`src/rtl/vga_sync_decoder.sv`:
```
// vga_sync_decoder: recovers pixel/line position and data-enable from a VGA sync stream,
// measures line/frame periods, locks to the expected timing and counts timing errors.
module vga_sync_decoder #(
    parameter int H_TOTAL     = 1344,
    parameter int V_TOTAL     = 806,
    parameter int MISS_LIMIT  = 2,
    parameter int WDOG_CYCLES = 2688
) (
    input  logic        clk,
    input  logic        rst_n,
    input  logic        hsync_in,
    input  logic        vsync_in,
    input  logic        hblnk_in,
    input  logic        vblnk_in,
    output logic [10:0] hcount_out,
    output logic [10:0] vcount_out,
    output logic        de_out,
    output logic        locked,
    output logic [11:0] meas_htotal,
    output logic [10:0] meas_vtotal,
    output logic        err_pulse,
    output logic [7:0]  err_cnt
);
    localparam logic [1:0]  SEARCH  = 2'd0;
    localparam logic [1:0]  MEASURE = 2'd1;
    localparam logic [1:0]  LOCKED  = 2'd2;
    localparam logic [11:0] HT = 12'(H_TOTAL);
    localparam logic [10:0] VT = 11'(V_TOTAL);
    localparam logic [11:0] WD = 12'(WDOG_CYCLES);
    localparam logic [7:0]  ML = 8'(MISS_LIMIT);

    logic [3:0]  in_q, dly_q;
    logic [10:0] hcount_q, hcount_d, vcount_q, vcount_d, ln_cnt_q, ln_cnt_d;
    logic [10:0] meas_v_q, meas_v_d;
    logic [11:0] clk_cnt_q, clk_cnt_d, meas_h_q, meas_h_d;
    logic [7:0]  err_cnt_q, err_cnt_d, miss_q, miss_d;
    logic [1:0]  state_q, state_d;
    logic        de_q, de_d, err_q, err_d, fbad_q, fbad_d;
    logic        hs_rise, vs_rise, hb_fall, vb_fall, h_bad, v_bad, frame_bad, wdog;

    // in_q/dly_q bit order: {hsync, vsync, hblnk, vblnk}
    assign hs_rise   = in_q[3] & ~dly_q[3];
    assign vs_rise   = in_q[2] & ~dly_q[2];
    assign hb_fall   = ~in_q[1] & dly_q[1];
    assign vb_fall   = ~in_q[0] & dly_q[0];
    assign h_bad     = hs_rise & (clk_cnt_q != HT);
    assign v_bad     = vs_rise & (ln_cnt_q != VT);
    assign frame_bad = fbad_q | v_bad;
    assign wdog      = ~hs_rise & (clk_cnt_q >= WD);

    always_comb begin
        hcount_d  = hb_fall ? 11'd0 : (&hcount_q ? hcount_q : hcount_q + 11'd1);
        vcount_d  = vb_fall ? 11'd0 : ((hb_fall & ~&vcount_q) ? vcount_q + 11'd1 : vcount_q);
        de_d      = ~in_q[1] & ~in_q[0];
        clk_cnt_d = hs_rise ? 12'd1 : (&clk_cnt_q ? clk_cnt_q : clk_cnt_q + 12'd1);
        // an hsync rise coincident with vsync rise belongs to the new frame
        ln_cnt_d  = vs_rise ? {10'd0, hs_rise} : ((hs_rise & ~&ln_cnt_q) ? ln_cnt_q + 11'd1 : ln_cnt_q);
        meas_h_d  = hs_rise ? clk_cnt_q : meas_h_q;
        meas_v_d  = vs_rise ? ln_cnt_q : meas_v_q;
        fbad_d    = vs_rise ? h_bad : fbad_q | h_bad;
        state_d   = state_q;
        miss_d    = miss_q;
        err_d     = 1'b0;
        if (wdog) begin
            state_d = SEARCH;
            miss_d  = 8'd0;
            err_d   = state_q == LOCKED;
        end else begin
            err_d = (state_q == LOCKED) & (h_bad | v_bad);
            if (vs_rise) begin
                if (state_q == SEARCH) state_d = MEASURE;
                else if (state_q == MEASURE) state_d = frame_bad ? MEASURE : LOCKED;
                else begin
                    miss_d = frame_bad ? miss_q + 8'd1 : 8'd0;
                    if (miss_d >= ML) begin
                        state_d = SEARCH;
                        miss_d  = 8'd0;
                    end
                end
            end
        end
        err_cnt_d = (err_d & ~&err_cnt_q) ? err_cnt_q + 8'd1 : err_cnt_q;
    end

    always_ff @(posedge clk or negedge rst_n) begin
        if (!rst_n) begin
            in_q      <= '0;
            dly_q     <= '0;
            hcount_q  <= '0;
            vcount_q  <= '0;
            de_q      <= 1'b0;
            clk_cnt_q <= '0;
            ln_cnt_q  <= '0;
            meas_h_q  <= '0;
            meas_v_q  <= '0;
            fbad_q    <= 1'b0;
            state_q   <= SEARCH;
            miss_q    <= '0;
            err_q     <= 1'b0;
            err_cnt_q <= '0;
        end else begin
            in_q      <= {hsync_in, vsync_in, hblnk_in, vblnk_in};
            dly_q     <= in_q;
            hcount_q  <= hcount_d;
            vcount_q  <= vcount_d;
            de_q      <= de_d;
            clk_cnt_q <= clk_cnt_d;
            ln_cnt_q  <= ln_cnt_d;
            meas_h_q  <= meas_h_d;
            meas_v_q  <= meas_v_d;
            fbad_q    <= fbad_d;
            state_q   <= state_d;
            miss_q    <= miss_d;
            err_q     <= err_d;
            err_cnt_q <= err_cnt_d;
        end
    end

    assign hcount_out  = hcount_q;
    assign vcount_out  = vcount_q;
    assign de_out      = de_q;
    assign locked      = state_q == LOCKED;
    assign meas_htotal = meas_h_q;
    assign meas_vtotal = meas_v_q;
    assign err_pulse   = err_q;
    assign err_cnt     = err_cnt_q;
endmodule
```
`config.mk`:
```
export PLATFORM = sky130hd
export DESIGN_NAME = vga_sync_decoder
export DESIGN_NICKNAME = d
export VERILOG_FILES = /design/src/rtl/vga_sync_decoder.sv
export SDC_FILE = /design/constraint.sdc
export NUM_CORES = 1
export LEC_CHECK = 0
export BUFFER_PORTS_ARGS = -buffer_cell sky130_fd_sc_hd__buf_2
export CAP_MARGIN = 10
export CORE_MARGIN = 2
export CORE_UTILIZATION = 30
export CTS_CLUSTER_SIZE = 14
export DETAILED_ROUTE_END_ITERATION = 12
export PLACE_DENSITY = 0.46
export SYNTH_ARGS = -nofsm -noshare
export SYNTH_HDL_FRONTEND = slang
export SYNTH_SLANG_ARGS = --single-unit
```
`constraint.sdc`:
```
create_clock -name clk -period 2.4 [get_ports clk]
set_clock_uncertainty 0.1 [all_clocks]
set_input_delay 0.6 -clock clk [delete_from_list [all_inputs] [get_ports clk]]
set_output_delay 0.6 -clock clk [all_outputs]
set_load 0.1 [all_outputs]
```
==> results_dict.tcl <==
set metrics [dict create \
    status "completed" \
    synth_warnings 0 \
    synth_xor_area_share_pct 7.15 \
    coreArea_mm2 0.0146 \
    grt_max_degree 43 \
    postRouteAntennaNets 0 \
    start_kind "flop" \
    root_buffer "clkbuf_16" \
    drt-vias-per-instance 4.92 \
    fin_ws_ns 0.229 \
    synth_edf_count 0 \
    placed_cells 685 \
    cts_buffers 9 \
    fillers 1493 \
    synthCells 449 \
    drtPass1Iterations 4 \
    p_int_mw 2.95 \
    syn_to_final_growth_pct 18.2 \
    die-height_um 127 \
    worst_hold_slack_ns 0.123 \
    io_pins 62 \
    initial_utilization_pct 30.9 \
    dieArea_mm2 0.0161 \
    yosysUniqueCellTypes 58 \
    p_sw_mw 1.94 \
    worstSkewPairLatency_ns 0.35 \
    synth.avg_cell_area_um2 10.1 \
    ys_seq_area_share_pct 53.6 \
    hold_viol 0 \
    vias 3450 \
    synth_top_family_by_area "simple AND/OR/NAND/NOR gates" \
    routedWlPerCell_um 14.1 \
    relSlewSlack_pct 46.0 \
    drt-total-wl_mm 9.92 \
    drv_cap 0 \
    path_class "reg2reg" \
    synth_area_mm2 0.00453 \
    cts-resized-gates 0 \
    drive_above_1_share_pct 18.2 \
    port_buffers 61 \
    combPwrFrac_pct 28.9 \
    p_clk_share_pct 29.9 \
    hpwl_mm 7.03 \
    grt.overflow.total 0 \
    n_antenna_cell 0 \
    finalSetupTns_ns 0 \
    register_area_mm2 0.00243 \
    vdd_drop_max_uv 366 \
    multi_input_area_mm2 0.00199 \
    clockBufferDepth 2 \
    setup-violations-final 0 \
    muxShareOfSynthArea_pct 1.46 \
    antenna_found_initial 0 \
    grt_pass1_vias 3565 \
    stdcell_count 701 \
    synthFlopType "dfrtp_1" \
    post-route-drc-count 0 \
    drv_slew 0 \
    post_cts_buffers 0 \
    rsz0062_at_grt "no" \
    yosys.area_share.simple_pct 23.9 \
    die_w_um 127 \
    final_nets 526 \
    power_mw 4.89 \
    track_usage_pct 13.5 \
    min-delay-path-class "in2async" \
    worst_pin_slew_ns 0.808 \
    synth_compound_area_share_pct 9.33 \
    leakagePower_nw 2.67 \
    r2r.worst_path.cells 7 \
    htree_levels 3 \
    ys_seq_elements 97 \
    cp_max_fo 8 \
    pwr_density_cell_mw_per_mm2 912 \
    fmax_mhz 461 \
    worstPathArrival_ns 2.34 \
    first_iter_violations 128 \
    grt_pass1_wl_mm 17.4 \
    dp_worst_setup_slack_ns 0.252 \
    min_period_over_period_pct 90.5 \
    async_reset_ff_share_pct 100 \
    synth_nets 463 \
    finalCriticalPeriod_ns 2.17 \
    rows 44 \
    end_kind "flop" \
    clock_sinks 97 \
    crit_required_ns 2.57 \
    power_frac_seq_pct 41.2 \
    power_switching_share_pct 39.6 \
    gp_congestion 0.777 \
    postCtsHoldBufs 0 \
    cts_tree "done" \
    cts.clk_slew.worst_paths_ns 0.06 \
    synth_fa_ha_area_share_pct 2.21 \
]
[worst max-delay path, stage by stage (launching register included)]
cell,delay (ns)
dfrtp_1,0.39
inv_1,0.10
ha_1,0.21
and4bb_1,0.20
a31oi_1,0.27
o31a_1,0.42
and4_4,0.27
xor2_1,0.14
[logic make-up (layout without fill, tap and decap cells)]
| kind of cell | after synthesis | count (layout) |
|---|---|---|
| multiplexers | 6 | 6 |
| flip-flops | 97 | 97 |
| AND/OR/NAND/NOR | 221 | 221 |
| adder cells (fa/ha/maj) | 8 | 8 |
| buffers and inverters | 23 | 91 |
| XOR/XNOR | 37 | 37 |
| AO/OA/AOI/OAI | 57 | 57 |
[cells in the final DEF (no fill, tap or decap), types with 2 or more instances in the layout]
cell type / Yosys / routed
and4_1: 6 / 6
inv_1: 6 / 6
xor2_1: 19 / 19
nand3_1: 17 / 17
a31oi_1: 9 / 9
a311o_1: 2 / 2
a211oi_1: 6 / 6
mux2i_1: 4 / 4
and2_1: 13 / 13
nand2_1: 90 / 90
clkbuf_16: 0 / 9
o2111ai_1: 2 / 2
nand4_1: 9 / 9
buf_4: 0 / 8
nor2_1: 49 / 49
buf_2: 1 / 60
nor2b_1: 7 / 7
dfrtp_1: 97 / 95
nor4_1: 3 / 3
clkbuf_1: 12 / 3
nand2b_1: 5 / 5
ha_1: 8 / 8
o21ai_0: 8 / 8
dfrtp_2: 0 / 2
and3_1: 10 / 10
clkbuf_8: 0 / 2
and4b_1: 2 / 2
a41oi_1: 4 / 4
xnor2_1: 18 / 18
a21o_1: 2 / 2
a21oi_1: 7 / 7
[synth_stat cells (2+ instances only)]
library cell,number,share of area (%)
dfrtp_1,97,54
nand2_1,90,7.5
nor2_1,49,4.1
xor2_1,19,3.7
xnor2_1,18,3.5
nand3_1,17,1.9
and2_1,13,1.8
clkbuf_1,12,0.99
and3_1,10,1.4
a31oi_1,9,1.2
nand4_1,9,1.2
ha_1,8,2.2
o21ai_0,8,0.88
a21oi_1,7,0.77
nor2b_1,7,0.97
a211oi_1,6,0.99
and4_1,6,1.2
inv_1,6,0.50
nand2b_1,5,0.69
a41oi_1,4,0.77
mux2i_1,4,0.88
buf_6,3,0.75
nor4_1,3,0.41
a21o_1,2,0.33
a311o_1,2,0.44
and4b_1,2,0.44
o2111ai_1,2,0.39
[path summary, 6_finish.rpt]
path | from | to | slack [ns]
setup reg to reg | clk_cnt_q[0] | err_cnt[5] | 0.23
hold / removal | rst_n | vcount_out[8] | 0.12
min in group clk | vsync_in | in_q[2] | 0.25
max in group asynchronous | rst_n | dly_q[1] | 1.44
setup / recovery | clk_cnt_q[0] | err_cnt[5] | 0.23
hold reg to reg | in_q[0] | dly_q[0] | 0.32
[area by class of cell]
cell class	count	share of cell area, %
clock buffers	14	4.93
inverters	6	0.420
multi-input cells	329	37.2
clock inverters	2	0.700
well taps	184	4.30
flip-flops and latches	97	45.3
repair buffers	69	7.10
[registers in the layout (all words and copies together) (netlist names), 8 cells and up]
signal,cells
clk_cnt_q,12
meas_htotal,12
hcount_out,11
ln_cnt_q,11
meas_vtotal,11
vcount_out,11
err_cnt,8
miss_q,8
[power groups by stage]
stage                     Clock (mW)  Sequential (mW)  Combinational, mW
after CTS                       1.53             2.01               1.43
after detailed placement           0             2.04               1.42
after global routing            1.60             2.04               1.51
after global placement             0             2.03               1.42
final                           1.46             2.01               1.42
after floorplan                    0             2.74              0.414
[stage by stage]
stage          utilization (%)  instance area (µm²)
2_1_floorplan                -                 4530
3_3_place_gp              34.5                 5060
3_5_place_dp              34.5                 5060
4_1_cts                   36.6                 5360
5_1_grt                   36.6                 5360
6_report                  36.6                 5360
[layer usage]
metal,GRT usage [%],part of all wire (%)
met5,0,0
met4,3.81,1.3
met3,4.43,4.5
met2,20.9,46
met1,18.0,48
Power figures use the tool's default switching activity.
